==> src/rtl/fir_coeff_loader.sv <==
// ---------------------------------------------------------------------------
// fir_coeff_loader
//
// Feeds the FIR top's coefficient RAM port. A load begins with a one-cycle
// iLoadStart carrying the tap count N. The loader then accepts N coefficient
// words over a valid/ready stream and writes them to addresses 0..N-1, one
// word per cycle. It zero-fills addresses N..P-1, where P is N rounded up to
// a multiple of PAD_MULT (capped at 64). It publishes N on oNumOfCoeff only
// after the whole range has been written.
//
// Handshake: a word transfers on a rising edge where iCoefValid && oCoefReady.
// oCoefReady is combinational from the state and accept count only, never
// from iCoefValid. iCoefData is only looked at on a transfer edge.
//
// Parameters
//   PAD_MULT  pad-to multiple, power of two 1..64 (1 = no padding)
//   TIMEOUT   consecutive stall cycles tolerated in LOAD before abort
//
// Ports
//   iClk12M           system clock
//   iRst              synchronous active-high reset
//   iLoadStart        start request (honoured only when idle)
//   iNumOfCoeff[5:0]  tap count N, sampled with iLoadStart
//   iCoefValid        coefficient word valid
//   iCoefData[15:0]   coefficient word (signed, passed through unchanged)
//   oCoefReady        loader accepts a word this cycle
//   oCoeffUpdateFlag  FIR coefficient-update flag, high for the whole load
//   oAddrRam[5:0]     FIR RAM address
//   oWrDtRam[15:0]    FIR RAM write data
//   oWrEn             oAddrRam/oWrDtRam carry a new write this cycle
//   oNumOfCoeff[5:0]  FIR tap count, updated on successful completion only
//   oBusy             a load is in progress
//   oDone             one-cycle pulse, load completed
//   oErr              one-cycle pulse, N==0 start or stall timeout
//   oState[2:0]       current FSM state, for debug visibility
// ---------------------------------------------------------------------------
module fir_coeff_loader #(
    parameter int PAD_MULT = 8,
    parameter int TIMEOUT  = 255
) (
    input  logic        iClk12M,
    input  logic        iRst,
    input  logic        iLoadStart,
    input  logic [5:0]  iNumOfCoeff,
    input  logic        iCoefValid,
    input  logic [15:0] iCoefData,
    output logic        oCoefReady,
    output logic        oCoeffUpdateFlag,
    output logic [5:0]  oAddrRam,
    output logic [15:0] oWrDtRam,
    output logic        oWrEn,
    output logic [5:0]  oNumOfCoeff,
    output logic        oBusy,
    output logic        oDone,
    output logic        oErr,
    output logic [2:0]  oState
);

    typedef enum logic [2:0] {
        IDLE = 3'd0,
        ARM  = 3'd1,
        LOAD = 3'd2,
        PAD  = 3'd3,
        TAIL = 3'd4
    } state_t;

    localparam logic [6:0]  PadMask    = 7'(PAD_MULT - 1);
    localparam logic [15:0] StallLimit = 16'(TIMEOUT - 1);

    state_t      state, stateNext;
    logic [5:0]  numLat, numLatNext;       // latched N for the active load
    logic [6:0]  padEnd, padEndNext;       // P, one past the last padded address
    logic [6:0]  cnt, cntNext;             // accept count in LOAD, pad address in PAD
    logic [15:0] stallCnt, stallCntNext;   // consecutive non-accept cycles in LOAD

    logic        flagNext, wrEnNext, busyNext, doneNext, errNext;
    logic [5:0]  addrNext, numOutNext;
    logic [15:0] dataNext;

    logic [6:0]  padRound;
    logic [6:0]  padTarget;
    logic [6:0]  cntInc;
    logic        accept;

    // Round N up to the pad multiple. The 7-bit sum cannot overflow
    // (63 + 63 < 128), and the cap keeps the address range inside 64 entries.
    assign padRound  = ({1'b0, iNumOfCoeff} + PadMask) & ~PadMask;
    assign padTarget = (padRound > 7'd64) ? 7'd64 : padRound;

    assign cntInc     = cnt + 7'd1;
    assign oCoefReady = (state == LOAD) && (cnt < {1'b0, numLat});
    assign accept     = oCoefReady && iCoefValid;
    assign oState     = state;

    always_ff @(posedge iClk12M) begin
        if (iRst) begin
            state            <= IDLE;
            numLat           <= '0;
            padEnd           <= '0;
            cnt              <= '0;
            stallCnt         <= '0;
            oCoeffUpdateFlag <= 1'b0;
            oAddrRam         <= '0;
            oWrDtRam         <= '0;
            oWrEn            <= 1'b0;
            oNumOfCoeff      <= '0;
            oBusy            <= 1'b0;
            oDone            <= 1'b0;
            oErr             <= 1'b0;
        end else begin
            state            <= stateNext;
            numLat           <= numLatNext;
            padEnd           <= padEndNext;
            cnt              <= cntNext;
            stallCnt         <= stallCntNext;
            oCoeffUpdateFlag <= flagNext;
            oAddrRam         <= addrNext;
            oWrDtRam         <= dataNext;
            oWrEn            <= wrEnNext;
            oNumOfCoeff      <= numOutNext;
            oBusy            <= busyNext;
            oDone            <= doneNext;
            oErr             <= errNext;
        end
    end

    always_comb begin
        stateNext    = state;
        numLatNext   = numLat;
        padEndNext   = padEnd;
        cntNext      = cnt;
        stallCntNext = stallCnt;
        addrNext     = oAddrRam;
        dataNext     = oWrDtRam;
        wrEnNext     = 1'b0;
        numOutNext   = oNumOfCoeff;
        doneNext     = 1'b0;
        errNext      = 1'b0;

        unique case (state)
            IDLE: begin
                if (iLoadStart) begin
                    if (iNumOfCoeff != 6'd0) begin
                        stateNext    = ARM;
                        numLatNext   = iNumOfCoeff;
                        padEndNext   = padTarget;
                        cntNext      = '0;
                        stallCntNext = '0;
                        addrNext     = '0;
                        dataNext     = '0;
                    end else begin
                        errNext = 1'b1;
                    end
                end
            end

            ARM: begin
                stateNext = LOAD;
            end

            LOAD: begin
                if (accept) begin
                    addrNext     = cnt[5:0];
                    dataNext     = iCoefData;
                    wrEnNext     = 1'b1;
                    cntNext      = cntInc;
                    stallCntNext = '0;
                    if (cntInc == {1'b0, numLat}) begin
                        // cnt now equals N, which is the first pad address.
                        stateNext = (padEnd > {1'b0, numLat}) ? PAD : TAIL;
                    end
                end else if (stallCnt == StallLimit) begin
                    // Abort: drop the flag and clear the RAM port together
                    // so the FIR never sees a half-finished update as valid.
                    stateNext = IDLE;
                    errNext   = 1'b1;
                    addrNext  = '0;
                    dataNext  = '0;
                end else begin
                    stallCntNext = stallCnt + 16'd1;
                end
            end

            PAD: begin
                addrNext = cnt[5:0];
                dataNext = '0;
                wrEnNext = 1'b1;
                cntNext  = cntInc;
                if (cntInc == padEnd) begin
                    stateNext = TAIL;
                end
            end

            TAIL: begin
                stateNext  = IDLE;
                doneNext   = 1'b1;
                numOutNext = numLat;
            end

            default: begin
                stateNext = IDLE;
            end
        endcase

        // The flag follows the state register one-for-one. Because of that
        // it cannot drop between ARM and TAIL.
        flagNext = (stateNext != IDLE);
        busyNext = (stateNext != IDLE);
    end

endmodule

==> config.mk <==
export PLATFORM = sky130hd
export DESIGN_NAME = fir_coeff_loader
export DESIGN_NICKNAME = d
export VERILOG_FILES = /design/src/rtl/fir_coeff_loader.sv
export SDC_FILE = /design/constraint.sdc
export NUM_CORES = 1
export LEC_CHECK = 0
export CAP_MARGIN = 20
export CORE_MARGIN = 2
export CORE_UTILIZATION = 65
export CTS_BUF_LIST = sky130_fd_sc_hd__clkbuf_4
export DETAILED_ROUTE_END_ITERATION = 10
export DONT_BUFFER_PORTS = 1
export MAX_ROUTING_LAYER = met4
export PLACE_DENSITY = 0.88
export SETUP_SLACK_MARGIN = 0.1
export SLEW_MARGIN = 10
export SYNTH_ARGS = -nofsm -noshare
export SYNTH_HDL_FRONTEND = slang
export SYNTH_SLANG_ARGS = --single-unit
export TNS_END_PERCENT = 1
==> constraint.sdc <==
create_clock -name iClk12M -period 3.5 [get_ports iClk12M]
set_clock_uncertainty 0.15 [all_clocks]
set_input_delay 0.875 -clock iClk12M [delete_from_list [all_inputs] [get_ports iClk12M]]
set_output_delay 0.875 -clock iClk12M [all_outputs]
set_load 0.02 [all_outputs]
# == Yosys cells after proc, flatten, opt, wreduce, memory -nomap -nowiden ==
# Cells that the tools add are included.
# W data, S select, Z words.
# classes
add_sub_neg,3
muxes,34
n_lt_le_gt_ge,3
eq_ne,12
n_reduce_logical,11
# ops
operator,n
$mux W16,6
$pmux W16 S3,1
$pmux W16 S2,1
$mux W7,4
$mux W6,4
$mux W3,7
$pmux W7 S3,1
$pmux W6 S3,1
$add A16 B1 Y16 const B,1
$eq A16 B8 Y1 const B,1
$pmux W3 S4,1
$reduce_and A4 Y1,3
$add A6 B3 Y7 const B,1
$add A7 B1 Y7 const B,1
$eq A7 B6 Y1,1
$eq A7 B7 Y1,1
$gt A7 B6 Y1,1
$gt A7 B7 Y1 const B,1
$lt A7 B6 Y1,1
$eq A3 B2 Y1 const B,2
$mux W1,6
$ne A2 B2 Y1 const B,3
$reduce_bool A3 Y1,2
$reduce_bool A6 Y1,1
9 further kinds,11
# totals
wordCells,75
ff_bits,71
out_inout_bits,37

# == Depth between registers and ports, before layout ==
# Gate-level depths: netlist (run 1).
# depth
word_depth,6
ltp_mapped,10
ltp_nobuf,8

# == Least setup slack after synthesis (run 1) ==
# No wires, ideal clock.
# synth_timing
path_type,input to register
start,in iNumOfCoeff[0]
end,reg stallCnt[11]
path_buffers,3
setup_time_ps,66
cell_stages,8
setup_slack_ps,668
arrival_time_ps,2616
path_cell_list,or3_4 or4_1 buf_2 and2_4 buf_6 or3_4 buf_6 a21oi_2
# synth_via
elab_chain_cells,3
# synth_rtl
item,line_no,text
from (decl),44,"input logic [5:0] iNumOfCoeff,"
$reduce_bool A6 Y1,143,if (iNumOfCoeff != 6'd0) begin
$ne A2 B2 Y1 (no source line),-,
$reduce_and A4 Y1 (no source line),-,
to (signal assigned),115,stallCnt <= stallCntNext;
to (decl),74,"logic [15:0] stallCnt, stallCntNext;"
# Every way passes these cells.
# A chain may end at the register's enable or synchronous reset.

# == Worst setup path after layout (run 1) ==
# layout_timing
start,reg numLat[2]
end,out oCoefReady
# layout_via
elab_chain_cells,2
# layout_rtl
item,line_no,text
from (decl),71,"logic [5:0] numLat, numLatNext;"
from (signal assigned),112,numLat <= numLatNext;
$lt A7 B6 Y1,91,"assign oCoefReady = (state == LOAD) && (cnt < {1'b0, numLat});"
$logic_and A1 B1 Y1,91,
to (decl),47,"output logic oCoefReady,"
# Every way passes these cells.

==> insert_results.sql, run 1 <==
INSERT INTO impl_metrics (metric_group, metric, value, unit) VALUES
('die', 'core_area', '5040', 'um^2'),
('finish', 'multi_input_area', '1810', 'um^2'),
('pwr', 'ir_worst_vdd', '0.297', 'mV'),
('die', 'ios', '63', ''),
('finish', 'syn2layout_area_growth', '4.74', '%'),
('finish', 'layout.filler_cells', '368', ''),
('pwr', 'power.static_leakage', '1.26', 'nW'),
('timing', 'hold_ws', '0.359', 'ns'),
('timing', 'post-route-min-period', '3.10', 'ns'),
('clock_tree', 'cts_max_level', '3', ''),
('global_routing', 'grt_util_all_layers', '0.267', ''),
('timing', 'maxSlewViolCount', '0', ''),
('clock_tree', 'root_buffer_selected_by_cts', 'sky130_fd_sc_hd__clkbuf_4', ''),
('pwr', 'pwr_density_cell', '447', 'nW/um^2'),
('timing', 'totalNegativeSetupSlack', '0', 'ns'),
('global_routing', 'first_global_vias', '2420', ''),
('finish', 'final_cells', '451', ''),
('worst_setup_path', 'arrival', '2.07', 'ns'),
('hold_path', 'min-delay-path-class', 'register to register', ''),
('clock_tree', 'clkSlewWorstSetupHoldPaths', '0.12', 'ns'),
('clock_tree', 'post_cts.resized_instances', '0', ''),
('logic_synthesis', 'synth_async_sr_flop_share', '0', ''),
('logic_synthesis', 'ys_seq_elements', '68', ''),
('worst_setup_path', 'reg2reg_setup_slack', '0.76', 'ns'),
('global_routing', 'grt_max_degree', '40', ''),
('placed_design', 'io_buffer_count', '0', ''),
('timing', 'tightestPinTransition', '0.587', 'ns'),
('logic_synthesis', 'syn_nets', '421', ''),
('clock_tree', 'post_cts_buffers', '0', ''),
('logic_synthesis', 'syn_area', '3350', 'um^2'),
('timing', 'setup_repair_after_global_routing_missed_its_margin', 'false', ''),
('die', 'rows', '26', ''),
('finish', 'num_antenna_cells', '0', ''),
('global_routing', 'grt_antenna_before_repair', '0', ''),
('clock_tree', 'hold_fix_buffers_at_cts', '0', ''),
('timing', 'final_hold_viol_count', '0', ''),
('placed_design', 'place.detailed.instances', '435', ''),
('clock_tree', 'cts_max_path_buffers', '2', ''),
('finish', 'layout.cells.most_common', 'sky130_fd_sc_hd__dfxtp_1', ''),
('timing', 'slew-limit-headroom', '0.605', ''),
('logic_synthesis', 'ys_flop_type', 'sky130_fd_sc_hd__dfxtp_1', ''),
('clock_tree', 'worst_skew_pair.late_latency', '0.42', 'ns'),
('finish', 'final-seq-area', '1360', 'um^2'),
('placed_design', 'detailedPlacementHpwl', '5200', 'um'),
('worst_setup_path', 'setup.worst_path.start_class', 'register', ''),
('finish', 'layout.core_utilization', '0.696', ''),
('logic_synthesis', 'netlist-cell-type-count', '53', ''),
('worst_setup_path', 'timing.critical_path.required', '2.47', 'ns'),
('routing', 'num_vias', '2808', ''),
('finish', 'most_frequent_cells_in_the_layout', 'sky130_fd_sc_hd__dfxtp_1, sky130_fd_sc_hd__nand2_1, sky130_fd_sc_hd__a21oi_1', ''),
('pwr', 'design_power_total', '1.57', 'mW'),
('die', 'die_x', '75.8', 'um'),
('routing', 'dr.first_iter.drc_count', '323', ''),
('logic_synthesis', 'synth_enable_flop_cells', '0', ''),
('routing', 'detail_route.wl_per_cell', '15.9', 'um'),
('die', 'initial_utilization', '0.664', ''),
('global_routing', 'global_route_wire_length_before_repair', '11300', 'um'),
('routing', 'route.antenna.remaining_nets', '0', ''),
('worst_setup_path', 'setup.worst_path.end_class', 'output pin', ''),
('routing', 'avgViaCountPerCell', '6.23', ''),
('finish', 'design.final.nets', '414', ''),
('routing', 'count_of_unresolved_drc_violations_after_routing', '0', ''),
('logic_synthesis', 'synthesis.area_per_instance', '8.75', 'um^2'),
('routing', 'finalWirelength', '7170', 'um'),
('worst_setup_path', 'crit_path_max_fanout', '6', ''),
('worst_setup_path', 'timing.setup.critical_path_class', 'register to output pin', ''),
('finish', 'post_route_cells_drive_above_1_share', '0.108', ''),
('die', 'die_h', '75.8', 'um'),
('logic_synthesis', 'syn-instance-count', '383', ''),
('routing', 'drt-pass1-iter-count', '5', ''),
('timing', 'final.period_utilization', '0.885', ''),
('clock_tree', 'tritoncts', 'built', ''),
('die', 'fp.dieArea', '5740', 'um^2'),
('timing', 'setup_viol', '0', ''),
('global_routing', 'globalRoute.totalOverflow', '0', ''),
('logic_synthesis', 'seq_total_area_yosys', '0.406', ''),
('logic_synthesis', 'yosys_warnings', '0', ''),
('placed_design', 'globalplace.congestion', '0.935', ''),
('timing', 'fmax', '323', 'MHz'),
('run', 'maxCapViolations', '0', ''),
('clock_tree', 'numCtsBuffers', '9', ''),
('run_status', 'outcome', 'finished, final reports clean', ''),
('clock_tree', 'clock-sinks', '68', '');
==> kinds of logic after synthesis <==
| group | Yosys count | share of synthesized area |
|---|---|---|
| xor+xnor | 19 | 0.0579 |
| simple gates | 131 | 0.200 |
| fa+ha+maj | 12 | 0.0448 |
| compound gates | 108 | 0.218 |
| buf+inv | 38 | 0.0519 |
| mux | 7 | 0.0209 |
| flops | 68 | 0.406 |
==> per-stage QoR <==
| step | instance area [um^2] | setup WS (ns) |
|---|---|---|
| 2_1_floorplan | 3350 | 0.668 |
| 3_3_place_gp | 3370 | 0.642 |
| 3_5_place_dp | 3370 | 0.577 |
| 4_1_cts | 3510 | 0.440 |
| 5_1_grt | 3510 | 0.299 |
| 6_report | 3510 | 0.404 |
==> metal layers <==
layer	wire length (um)	vias up	track usage
li1	-	1369	-
met1	3390	1287	0.384
met2	3090	141	0.372
met3	606	11	0.0635
met4	80	0	0.0819
met5	0	-	-
==> cells in the mapped netlist, types with 6 or more instances <==
cell / count / share of area
sky130_fd_sc_hd__dfxtp_1: 68 / 0.41
sky130_fd_sc_hd__nand2_1: 38 / 0.043
sky130_fd_sc_hd__a21oi_1: 30 / 0.045
sky130_fd_sc_hd__nor2_1: 27 / 0.030
sky130_fd_sc_hd__o21ai_0: 22 / 0.033
sky130_fd_sc_hd__clkbuf_1: 17 / 0.019
sky130_fd_sc_hd__a22o_1: 16 / 0.042
sky130_fd_sc_hd__ha_1: 12 / 0.045
sky130_fd_sc_hd__inv_1: 12 / 0.013
sky130_fd_sc_hd__xnor2_1: 12 / 0.031
sky130_fd_sc_hd__or3_1: 11 / 0.021
sky130_fd_sc_hd__nand4_1: 8 / 0.015
sky130_fd_sc_hd__a21oi_2: 7 / 0.018
sky130_fd_sc_hd__mux2i_1: 7 / 0.021
sky130_fd_sc_hd__nand3_1: 7 / 0.010
sky130_fd_sc_hd__nor3_1: 7 / 0.010
sky130_fd_sc_hd__a211oi_1: 6 / 0.013
==> power by group <==
group / internal [mW] / switching [mW] / leakage, nW
logic: 0.0853 / 0.128 / 0.635
registers: 0.798 / 0.0444 / 0.550
clock network: 0.226 / 0.287 / 0.0763
==> worst paths after layout <==
path / start / to / cells after the start
hold / removal: stallCnt[11] / stallCnt[11] / 2
setup / recovery: numLat[2] / oCoefReady / 6
setup reg to reg: cnt[1] / oState[1] / 7
hold reg to reg: stallCnt[11] / stallCnt[11] / 2
==> critical path: stages (launching register included) <==
cell	delay (ns)
sky130_fd_sc_hd__dfxtp_1	0.47
sky130_fd_sc_hd__inv_1	0.12
sky130_fd_sc_hd__ha_1	0.30
sky130_fd_sc_hd__o21ai_0	0.19
sky130_fd_sc_hd__a21oi_1	0.08
sky130_fd_sc_hd__o21ai_2	0.29
sky130_fd_sc_hd__buf_4	0.21
==> state kept, by name, indices dropped and copies added (netlist names) <==
| register | count |
|---|---|
| oAddrRam | 6 |
| padEnd | 4 |
| oState | 3 |
| oNumOfCoeff | 6 |
| cnt | 7 |
| oWrDtRam | 16 |
| oErr | 1 |
| oDone | 1 |
| numLat | 6 |
| stallCnt | 16 |
| oBusy | 1 |
| oWrEn | 1 |
==> area by class of cell <==
cell class | count | share of cell area
Multi-Input combinational cell | 277 | 0.517
Clock buffer | 10 | 0.0214
Inverter | 12 | 0.0128
Clock inverter | 6 | 0.0185
Sequential cell | 68 | 0.388
Timing Repair Buffer | 8 | 0.0171
Tap cell | 70 | 0.0250
No activity file was read; power rests on OpenSTA's default activity.
==> run 2, diff against run 1 <==
clock period = 3.95 ns   (was 3.5 ns; I/O delays follow)
==> insert_results.sql, run 2 (synthesis gave the netlist of run 1 again) <==
INSERT INTO impl_metrics (metric_group, metric, value, unit) VALUES
('run_status', 'outcome', 'finished, final reports clean', ''),
('die', 'rows', '26', ''),
('worst_setup_path', 'path_delay_family', 'compound AO/OA/AOI/OAI gates', ''),
('clock_tree', 'hold_fix_buffers_at_cts', '0', ''),
('routing', 'avgViaCountPerCell', '6.26', ''),
('finish', 'layout.cells.most_common', 'sky130_fd_sc_hd__dfxtp_1', ''),
('clock_tree', 'clkSlewWorstSetupHoldPaths', '0.11', 'ns'),
('worst_setup_path', 'crit_path_max_fanout', '7', ''),
('clock_tree', 'cts_max_path_buffers', '2', ''),
('die', 'ios', '63', ''),
('timing', 'maxSlewViolCount', '0', ''),
('die', 'core_area', '5040', 'um^2'),
('timing', 'hold_ws', '0.349', 'ns'),
('clock_tree', 'cts_max_level', '3', ''),
('clock_tree', 'numCtsBuffers', '9', ''),
('pwr', 'p_seq_frac', '0.518', ''),
('finish', 'most_frequent_cells_in_the_layout', 'sky130_fd_sc_hd__dfxtp_1, sky130_fd_sc_hd__nand2_1, sky130_fd_sc_hd__a21oi_1', ''),
('worst_setup_path', 'cpMaxStageDelayCell', 'sky130_fd_sc_hd__dfxtp_1', ''),
('die', 'die_x', '75.8', 'um'),
('routing', 'drt-pass1-iter-count', '5', ''),
('routing', 'num_vias', '2804', ''),
('worst_setup_path', 'arrival', '1.94', 'ns'),
('timing', 'fmax', '325', 'MHz'),
('placed_design', 'globalplace.congestion', '0.933', ''),
('die', 'die_h', '75.8', 'um'),
('global_routing', 'grt.busiest_layer', 'met2', ''),
('global_routing', 'global_route.usage.met2', '0.415', ''),
('finish', 'post_route_cells_drive_above_1_share', '0.101', ''),
('die', 'initial_utilization', '0.664', ''),
('finish', 'num_antenna_cells', '0', ''),
('hold_path', 'min-delay-start', 'padEnd[6]', ''),
('global_routing', 'grt_use_met1', '0.366', ''),
('pwr', 'power.static_leakage', '1.25', 'nW'),
('hold_path', 'min-delay-path-class', 'register to register', ''),
('clock_tree', 'post_cts.resized_instances', '0', ''),
('placed_design', 'detailedPlacementHpwl', '5390', 'um'),
('routing', 'dr.first_iter.drc_count', '318', ''),
('clock_tree', 'post_cts_buffers', '0', ''),
('timing', 'tightestPinTransition', '0.887', 'ns'),
('pwr', 'pwr_density_cell', '410', 'nW/um^2'),
('timing', 'final.period_utilization', '0.780', ''),
('worst_setup_path', 'crit_buf_inv', '1', ''),
('clock_tree', 'clock-sinks', '68', ''),
('clock_tree', 'root_buffer_selected_by_cts', 'sky130_fd_sc_hd__clkbuf_4', ''),
('global_routing', 'globalRoute.totalOverflow', '0', ''),
('routing', 'route.antenna.remaining_nets', '0', ''),
('clock_tree', 'worst_skew_pair.late_latency', '0.39', 'ns'),
('routing', 'finalWirelength', '7330', 'um'),
('placed_design', 'io_buffer_count', '0', ''),
('worst_setup_path', 'timing.critical_path.required', '2.81', 'ns'),
('global_routing', 'global_route_wire_length_before_repair', '11800', 'um'),
('worst_setup_path', 'critical_path.cell_chain', 'inv_1 > ha_1 > o21ai_0 > a21oi_1 > o21ai_2', ''),
('pwr', 'ir_worst_vdd', '0.325', 'mV'),
('pwr', 'netSwitchingFraction', '0.277', ''),
('worst_setup_path', 'setup.worst_path.end_class', 'output pin', ''),
('worst_setup_path', 'setup.worst_path.start_class', 'register', ''),
('placed_design', 'post_dp_cell_area', '3350', 'um^2'),
('timing', 'post-route-min-period', '3.08', 'ns'),
('timing', 'setup_repair_after_global_routing_missed_its_margin', 'false', ''),
('clock_tree', 'tritoncts', 'built', ''),
('worst_setup_path', 'timing.setup.critical_path_class', 'register to output pin', ''),
('worst_setup_path', 'worst_setup_path_startpoint', 'numLat[2]', ''),
('global_routing', 'grt_antenna_before_repair', '0', ''),
('global_routing', 'first_global_vias', '2588', ''),
('global_routing', 'grt_util_all_layers', '0.280', ''),
('timing', 'final_hold_viol_count', '0', ''),
('pwr', 'switching_power', '0.398', 'mW'),
('worst_setup_path', 'slowest_delay', '0.46', 'ns'),
('timing', 'slew-limit-headroom', '0.405', ''),
('routing', 'detail_route.wl_per_cell', '16.4', 'um'),
('global_routing', 'globalRouteMet3Util', '0.0675', ''),
('finish', 'syn2layout_area_growth', '4.78', '%'),
('timing', 'totalNegativeSetupSlack', '0', 'ns'),
('pwr', 'combPwrFrac', '0.129', ''),
('pwr', 'power.internal', '1.04', 'mW'),
('global_routing', 'grt_max_degree', '40', ''),
('finish', 'leading_registers_by_flop_count', 'oWrDtRam (16), stallCnt (16), cnt (7)', ''),
('finish', 'design.final.nets', '411', ''),
('die', 'fp.dieArea', '5740', 'um^2'),
('run', 'maxCapViolations', '0', ''),
('worst_setup_path', 'reg2reg_from', 'numLat[2]', ''),
('pwr', 'p_clk_frac', '0.353', ''),
('routing', 'count_of_unresolved_drc_violations_after_routing', '0', ''),
('finish', 'finish.instance_area', '3510', 'um^2'),
('timing', 'setup_viol', '0', '');
==> run 2: path summary, 6_finish.rpt <==
| kind | end | depth (start not counted) | slack (ns) |
|---|---|---|---|
| worst min-delay path | padEnd[6] | 2 | 0.35 |
| worst max register to register | oWrDtRam[4] | 8 | 1.02 |
| worst max-delay path | oCoefReady | 5 | 0.87 |
| worst min register to register | padEnd[6] | 2 | 0.35 |
==> run 2: final cells by class <==
| cell class | count | area [um^2] |
|---|---|---|
| Multi-Input combinational cell | 277 | 1810 |
| Fill cell | 388 | 1530 |
| Sequential cell | 68 | 1360 |
| Clock inverter | 6 | 88.8 |
| Tap cell | 70 | 87.6 |
| Clock buffer | 10 | 75.1 |
| Inverter | 12 | 45.0 |
| Timing Repair Buffer | 5 | 37.5 |
==> run 2: worst register-to-register path, stage by stage, from the launching register on <==
cell and delay, ns:
sky130_fd_sc_hd__dfxtp_1 0.46, sky130_fd_sc_hd__inv_1 0.11, sky130_fd_sc_hd__ha_1 0.29, sky130_fd_sc_hd__o21ai_0 0.08
sky130_fd_sc_hd__a21oi_1 0.16, sky130_fd_sc_hd__o21ai_2 0.20, sky130_fd_sc_hd__a211oi_1 0.81, sky130_fd_sc_hd__o21ba_2 0.44
sky130_fd_sc_hd__a22o_1 0.19
==> run 2: stage by stage <==
stage	utilization	power (mW)	setup slack [ns]	std cells
finish	0.696	1.44	0.870	448
global route	0.696	1.50	0.762	448
CTS	0.696	1.44	0.878	448
detailed placement	0.664	0.944	0.826	432
global placement	0.664	0.937	0.939	432
floorplan	-	0.917	1.01	383
==> run 2: routing by layer <==
layer / vias up / wire length, um
li1: 1369 / -
met3: 15 / 704
met2: 140 / 3190
met4: 0 / 140
met5: - / 0
met1: 1280 / 3290
==> run 2: power by group through the flow <==
stage          combinational (mW)  sequential (mW)  clock [mW]
6_report                    0.186            0.746       0.508
5_1_grt                     0.208            0.749       0.540
4_1_cts                     0.184            0.745       0.511
3_5_place_dp                0.184            0.761           0
3_3_place_gp                0.177            0.760           0
2_1_floorplan               0.165            0.752           0
==> run 3, diff against run 2 <==
CORE_UTILIZATION = 59   (was 65)
PLACE_DENSITY = 0.85   (was 0.88)
clock period = 2.5 ns   (was 3.95 ns; I/O delays follow)
==> insert_results.sql, run 3 (synthesis gave the netlist of run 1 again) <==
INSERT INTO impl_metrics (metric_group, metric, value, unit) VALUES
('finish', 'design.final.nets', '441', ''),
('timing', 'final.period_utilization', '0.956', ''),
('placed_design', 'io_buffer_count', '0', ''),
('pwr', 'pwr_density_cell', '596', 'nW/um^2'),
('global_routing', 'first_global_vias', '2873', ''),
('die', 'core_area', '5510', 'um^2'),
('global_routing', 'globalRoute.totalOverflow', '0', ''),
('routing', 'finalWirelength', '8750', 'um'),
('die', 'fp.dieArea', '6300', 'um^2'),
('clock_tree', 'cts_max_level', '3', ''),
('die', 'initial_utilization', '0.608', ''),
('timing', 'post-route-min-period', '2.39', 'ns'),
('hold_path', 'hold_depth', '1', ''),
('worst_setup_path', 'cpMaxStageDelayCell', 'sky130_fd_sc_hd__dfxtp_4', ''),
('routing', 'route.antenna.remaining_nets', '0', ''),
('routing', 'detail_route.wl_per_cell', '18.2', 'um'),
('timing', 'setup_repair_after_global_routing_missed_its_margin', 'true', ''),
('timing', 'fmax', '418', 'MHz'),
('clock_tree', 'cts_max_path_buffers', '2', ''),
('finish', 'final_cells', '480', ''),
('pwr', 'power.static_leakage', '1.41', 'nW'),
('pwr', 'p_seq_frac', '0.514', ''),
('finish', 'post_route_cells_drive_above_1_share', '0.223', ''),
('worst_setup_path', 'critical_path.cell_chain', 'ha_2 > and3_1 > and3_1 > a22oi_1 > a211oi_2 > buf_4 > or2_2 > a32o_1', ''),
('global_routing', 'grt_antenna_before_repair', '0', ''),
('routing', 'dr.first_iter.drc_count', '320', ''),
('worst_setup_path', 'crit_path_max_fanout', '6', ''),
('die', 'rows', '27', ''),
('run_status', 'outcome', 'finished, final reports clean', ''),
('worst_setup_path', 'timing.critical_path.required', '2.66', 'ns'),
('clock_tree', 'worst_skew_pair.late_latency', '0.41', 'ns'),
('worst_setup_path', 'critPathMostFrequentCell', 'sky130_fd_sc_hd__and3_1', ''),
('die', 'die_x', '79.3', 'um'),
('routing', 'num_vias', '3088', ''),
('placed_design', 'place.detailed.instances', '461', ''),
('finish', 'leading_registers_by_flop_count', 'oWrDtRam (16), stallCnt (16), cnt (7)', ''),
('worst_setup_path', 'setup.worst_path.end_class', 'register', ''),
('pwr', 'switching_power', '0.675', 'mW'),
('finish', 'most_frequent_cells_in_the_layout', 'sky130_fd_sc_hd__dfxtp_1, sky130_fd_sc_hd__nand2_1, sky130_fd_sc_hd__buf_4', ''),
('routing', 'drt-pass1-iter-count', '5', ''),
('pwr', 'combPwrFrac', '0.181', ''),
('finish', 'layout.core_utilization', '0.695', ''),
('global_routing', 'grt_util_all_layers', '0.288', ''),
('routing', 'count_of_unresolved_drc_violations_after_routing', '0', ''),
('global_routing', 'grt_max_degree', '40', ''),
('timing', 'setup_viol', '0', ''),
('placed_design', 'detailedPlacementHpwl', '6110', 'um'),
('finish', 'layout.cells.most_common', 'sky130_fd_sc_hd__dfxtp_1', ''),
('global_routing', 'global_route_wire_length_before_repair', '13600', 'um'),
('run', 'maxCapViolations', '0', ''),
('clock_tree', 'clock-sinks', '68', ''),
('timing', 'hold_ws', '0.116', 'ns'),
('worst_setup_path', 'timing.setup.critical_path_class', 'register to register', ''),
('pwr', 'netSwitchingFraction', '0.296', ''),
('finish', 'syn2layout_area_growth', '14.2', '%'),
('timing', 'final_hold_viol_count', '0', ''),
('pwr', 'p_clk_frac', '0.305', ''),
('timing', 'slew-limit-headroom', '0.575', ''),
('pwr', 'design_power_total', '2.28', 'mW'),
('clock_tree', 'tritoncts', 'built', ''),
('timing', 'tightestPinTransition', '0.632', 'ns'),
('hold_path', 'min-delay-path-class', 'primary input to register', ''),
('clock_tree', 'root_buffer_selected_by_cts', 'sky130_fd_sc_hd__clkbuf_4', ''),
('worst_setup_path', 'setup.worst_path.start_class', 'register', ''),
('worst_setup_path', 'arrival', '2.55', 'ns'),
('die', 'ios', '63', ''),
('finish', 'num_antenna_cells', '0', ''),
('pwr', 'power.internal', '1.60', 'mW'),
('clock_tree', 'numCtsBuffers', '9', ''),
('pwr', 'ir_worst_vdd', '0.470', 'mV'),
('worst_setup_path', 'reg2regPathDepth', '8', ''),
('timing', 'maxSlewViolCount', '0', ''),
('clock_tree', 'clkSlewWorstSetupHoldPaths', '0.11', 'ns'),
('routing', 'avgViaCountPerCell', '6.43', ''),
('clock_tree', 'hold_fix_buffers_at_cts', '0', ''),
('placed_design', 'globalplace.congestion', '0.913', ''),
('die', 'die_h', '79.3', 'um'),
('worst_setup_path', 'slowest_delay', '0.38', 'ns');
[run 3: changes by cell type in the layout (fill, tap and decap cells not counted), moves of 3 or more]
cell / change
sky130_fd_sc_hd__dfxtp_1: -8
sky130_fd_sc_hd__inv_1: -3
sky130_fd_sc_hd__ha_4: +3
sky130_fd_sc_hd__buf_4: +28
sky130_fd_sc_hd__ha_1: -5
sky130_fd_sc_hd__dfxtp_2: +7
[run 3: cell type report]
cell class / count / area [um^2]
multi-input combinational: 277 / 1910
clock inverter: 6 / 55.1
inverter: 12 / 47.5
tap: 72 / 90.1
fill: 409 / 1680
sequential: 68 / 1370
clock buffer: 10 / 75.1
timing repair buffer: 35 / 279
[run 3: power groups by stage]
stage | Sequential, mW | Clock, mW | Combinational, mW
floorplan | 1.19 | 0 | 0.261
global placement | 1.19 | 0 | 0.349
detailed placement | 1.19 | 0 | 0.364
CTS | 1.17 | 0.696 | 0.385
global route | 1.17 | 0.746 | 0.448
finish | 1.17 | 0.694 | 0.413
[run 3: per-stage QoR]
step / setup WS (ns) / TNS, ns / instance area (um^2)
final: 0.109 / 0 / 3830
after global routing: 0.0490 / 0 / 3830
after CTS: 0.0915 / 0 / 3750
after detailed placement: -0.0417 / -0.214 / 3560
after global placement: -0.0126 / -0.0271 / 3560
after floorplan: -0.0821 / -1.27 / 3350
[run 3: critical path: cells and delay by family, from the launching register on]
kind | cells | cell delay, ns
flip-flops | 1 | 0.38
adder cells (fa/ha/maj) | 1 | 0.23
AO/OA/AOI/OAI | 3 | 0.62
AND/OR/NAND/NOR | 3 | 0.76
buffers and inverters | 1 | 0.16
[run 3: routing by layer]
| metal | vias to the layer above | track usage | routed length [um] |
|---|---|---|---|
| met4 | 0 | 0.138 | 320 |
| met5 | - | - | 0 |
| met3 | 33 | 0.0773 | 1000 |
| met1 | 1418 | 0.362 | 3450 |
| li1 | 1420 | - | - |
| met2 | 217 | 0.431 | 3980 |
[run 3: final timing paths]
kind              from         to  slack (ns)
max             cnt[0]  oState[0]        0.11
min               iRst     cnt[1]        0.12
max reg2reg     cnt[0]  oState[0]        0.11
min reg2reg  padEnd[6]  padEnd[6]        0.35
[run 3: what timing repair did]
action,CTS,global route
endpoints found under the setup margin,29,36
setup buffers,3,0
hold endpoints to repair,0,0
pin swaps,3,7
resized for setup,13,18
==> RTL change 1: new RTL, flow settings as in run 3 <==
Reset style: asynchronous (`iRst`), changed in one clocked block. Comments in the files are not updated.
--- a/src/rtl/fir_coeff_loader.sv
+++ b/src/rtl/fir_coeff_loader.sv
@@ -94,3 +94,3 @@
 
-    always_ff @(posedge iClk12M) begin
+    always_ff @(posedge iClk12M or posedge iRst) begin
         if (iRst) begin
Function: differs if iRst is asserted again (counterexample within 4 cycles, from zero or initial values and one cycle with iRst high); with iRst held inactive, the same outputs for 10 cycles.
==> RTL change 1 against run 3 <==
The run now ends with setup timing left; utilization rose by 1.8 points; routed wire length rose by 3.0%; via count fell by 3.8%; final area rose by 9.6%; synthesized area rose by 6.1%; worst setup slack got worse by 140 ps; sequential cell count did not move; highest routed layer unchanged.
Power is not compared: it rests on default switching activity, and its combinational part moved more than twofold at a synthesized area within 25%.
==> RTL change 1: results (changes against run 3) <==
most frequent cells after synthesis=68 x dfrtp_1, 30 x o21ai_0, 27 x nand2_1; setup TNS=-32.3 ps (-32.3 ps); GRT Total Usage=29.0% (+0.18 points); H-tree levels=3 (unchanged); dominant cells by area after synthesis=dfrtp_1 48%, a22o_1 5.7%, ha_1 4.2%; Net Sw Power=2.57 mW; Iteration-0 DRC Markers=235 (-27%); antenna violations before repair=0 (unchanged); DR pass1 iterations=5 (unchanged); Place WS=-9.50 ps (+32.2 ps); crit path DAT=2690 ps (+140 ps); ys flop type=dfrtp_1; run status=finished, violations left; Skew-Pair Late Insertion Delay=430 ps (+20 ps); FF-to-FF End=oState[1]; gp weighted congestion=0.982 (+7.6%); Clock net power=0.841 mW; Critical Path Fanout Max=7 (+1); logic gate share of total power=49.0%; PnR worst setup slack=-32.3 ps (-142 ps); clk slew on worst S/H paths=130 ps (+20 ps); Hold Worst Slack=173 ps (+56.9 ps); first-pass GRT wire length=13.9 mm (+2.3%); ys async rst share=100% (+100 points); Worst Hold End=oWrDtRam[14]; Synth Instances=351 (-8.4%); fillcell total=411 (+0.49%); final setup fails=1 (+1); Layout Nets=424 (-3.9%); beginning of the worst register-to-register path=cnt[1]; Placed Instance Area=3820 µm² (+7.2%); LEAKAGE=1.84 nW; Mapped Nets=389 (-7.6%); share of cells above drive strength 1=24.8% (+2.5 points); largest net degree at the start of global routing=22 (-45%); via/cell ratio=6.37 (-0.93%); WL final=9.02 mm (+3.0%); reg2reg path depth=7 (-1); synth unique cells=59 (+11%); failing checks=setup timing; vias in the first global route=2895 (+0.77%); Placed Cells=440 (-4.6%); Rel. slew slack=56.9% (-0.61 points); HPWL after detailed placement=6.30 mm (+3.1%); Hold Crit Start=iCoefData[14]; via count=2970 (-3.8%); worst vdd ir=0.744 mV; Seq/Total Area, Yosys=47.9% (+7.2 points)
-- RTL change 1: cell count changes after synthesis, moves of 7 or more --
cell	change
dfrtp_1	+68
nor2_1	-14
o21ai_0	+8
dfxtp_1	-68
a22o_1	+7
nand2_1	-11
nand3_1	+7
a21oi_2	-7
-- RTL change 1: final cells by class --
class	instances	area [µm²]	area share (%)
Clock inverter	7	98.8	2.36
Inverter	16	71.3	1.70
Tap cell	75	93.8	2.24
Clock buffer	9	67.6	1.61
Timing Repair Buffer	44	340	8.12
Sequential cell	68	1710	40.7
Multi-Input combinational cell	247	1820	43.3
-- RTL change 1: what timing repair did --
item / 4_1_cts / 5_1_grt
resized for setup: 15 / 15
hold endpoints to repair: 18 / 0
pin swaps: 3 / 6
buffers inserted: 3 / 6
endpoints found under the setup margin: 3 / 17
hold buffers: 1 / 0
-- RTL change 1: cell families after synthesis --
family	synth area share [%]
AO/OA/AOI/OAI	19.6
AND/OR/NAND/NOR	17.1
flip-flops	47.9
buffers and inverters	4.61
adder cells (fa/ha/maj)	4.23
XOR/XNOR	4.08
multiplexers	2.46
-- RTL change 1: critical path: stages (launching register included) --
cell     delay [ps]
dfrtp_2         450
ha_2            270
and3_1          240
nand3_1          90
a21oi_1         210
nand4_1         190
or4_4           580
a31o_1          240
-- RTL change 1: routing by layer --
metal	GRT usage [%]	vias to the layer above	wire length [µm]
met5	-	-	0
met4	13.2	0	305
met3	8.02	31	583
met2	45.9	138	4380
met1	34.6	1452	3740
li1	-	1349	-
-- RTL change 1: how the worst max path moves through the flow --
stage,startpoint,end,slack [ps],cells past startpoint
final,cnt[1],oState[1],-30,7
after floorplan,oState[1],oState[1],110,8
after global placement,cnt[1],oState[1],80,7
after global routing,cnt[1],oState[1],-80,7
after detailed placement,cnt[1],oState[1],-9,7
after CTS,cnt[0],oCoefReady,20,7
==> RTL change 2: new RTL, settings of run 3 <==
Without the edit above. Change the parameter `TIMEOUT` from 255 to 191.
--- a/src/rtl/fir_coeff_loader.sv
+++ b/src/rtl/fir_coeff_loader.sv
@@ -38,3 +38,3 @@
     parameter int PAD_MULT = 8,
-    parameter int TIMEOUT  = 255
+    parameter int TIMEOUT  = 191
 ) (
Check against the original RTL: same outputs for any inputs over 10 cycles, from zero or initial values and one cycle with iRst high; that may be too few to reach the edited logic, so the function may still have changed.
==> RTL change 2 against run 3 <==
Global-route usage down 0.69 points; worst setup slack worse by 57 ps; combinational power up 11%; fmax down 2.3%; final area up 13%; sequential cell count unchanged; power down 2.8%; routed wire length up 10%; synthesized area up 15%; highest routed layer unchanged.
==> RTL change 2: results (changes against run 3) <==
run status=complete, no violations; Hold Path Depth=1 (unchanged); clk root buf=clkbuf_4; Skew-Pair Late Insertion Delay=430 ps (+20 ps); largest net degree at the start of global routing=74 (+85%); ys flop type=dfxtp_1; FF-to-FF End=oAddrRam[3]; fillcell total=486 (+19%); via/cell ratio=6.24 (-3.0%); logic gate share of total power=20.7% (+2.6 points); Hold Worst Slack=103 ps (-13.1 ps); crit path DAT=1670 ps (-880 ps); die width=84.8 µm (+6.9%); Slew @ Worst Pin=962 ps (+330 ps); Critical Path Fanout Max=2 (-4); switching share of power=31.7% (+2.1 points); Layout Nets=528 (+20%); Worst Hold End=stallCnt[7]; port bufs=0 (unchanged); GRT Total Usage=28.1% (-0.69 points); DR pass1 iterations=4 (-1); Iteration-0 DRC Markers=297 (-7.2%); CTS buffer count=9 (unchanged); share of cells above drive strength 1=22.3% (about the same); WL final=9.66 mm (+10%); delay-heaviest family, CP=flip-flops; gp weighted congestion=0.911 (-0.16%); Regs by FF count=oWrDtRam: 16 flops, stallCnt: 16 flops, cnt: 7 flops; dominant cells by area after synthesis=dfxtp_1 35%, nand2_1 7.0%, nor3b_1 4.5%; clk slew on worst S/H paths=110 ps (about the same); reg2reg path depth=6 (-2); Mapped Nets=508 (+21%); first-pass GRT wire length=15.9 mm (+17%); CP max-delay cell=dfxtp_2; HPWL after detailed placement=6.49 mm (+6.1%); Seq/Total Area, Yosys=35.3% (-5.3 points); synth unique cells=62 (+17%); R2R setup slack=160 ps (+50 ps); beginning of the worst register-to-register path=stallCnt[11]; vias in the first global route=3365 (+17%); LEAKAGE=1.57 nW (+11%); CP max stage delay=340 ps (-40 ps); worst vdd ir=0.334 mV (-29%); most frequent cells after synthesis=72 x nand2_1, 68 x dfxtp_1, 37 x nor2_1
RTL change 2: per-layer routing:
layer	global-route usage (%)	vias up	wire (µm)
li1	-	1712	-
met4	12.1	0	213
met5	-	-	0
met3	7.88	21	539
met2	43.9	108	4800
met1	34.1	1715	4100
RTL change 2: worst max-delay path by stage:
stage                     slack [ps]           end            from  cells after the start
after floorplan                  120        cnt[3]  iNumOfCoeff[0]                      6
after global placement           -40  stallCnt[13]  iNumOfCoeff[0]                      6
after detailed placement        -170  stallCnt[15]  iNumOfCoeff[0]                      6
after global routing             -30    oCoefReady       numLat[2]                      6
after CTS                          9    oCoefReady       numLat[2]                      6
final                             50    oCoefReady       numLat[3]                      6
RTL change 2: kinds of logic (layout without fill, tap and decap cells):
kind of cell               Yosys count  in the layout  synth area share, %
buffers and inverters               44             67                 6.69
adders and majority gates           12             12                 3.90
and+or+nand+nor                    210            210                 28.7
xor gates and xnor gates            22             22                 5.36
DFF                                 68             68                 35.3
AOI/OAI and AO/OA                  109            109                 18.8
muxes                                5              5                 1.30
RTL change 2: area by class of cell:
type | count | area share (%)
clock inverters | 3 | 0.376
repair buffers | 41 | 7.12
well taps | 77 | 2.23
clock buffers | 11 | 1.91
multi-input cells | 358 | 55.3
flip-flops and latches | 68 | 32.0
inverters | 12 | 1.04
RTL change 2: metrics by stage:
stage	power [mW]	setup WS (ps)	area, µm²	std cells	setup TNS, ps
2_1_floorplan	1.47	118	3850	470	0
3_3_place_gp	1.56	-37.6	4000	550	-75.0
3_5_place_dp	1.58	-174	4000	550	-412
4_1_cts	2.16	9.02	4130	565	0
5_1_grt	2.32	-31.1	4320	570	-31.1
6_report	2.21	52.7	4320	570	0
RTL change 2: repair_timing:
action	in CTS	in global routing
gates resized for setup	10	50
setup buffers	1	5
setup endpoints to repair	16	40
pin swaps	3	13
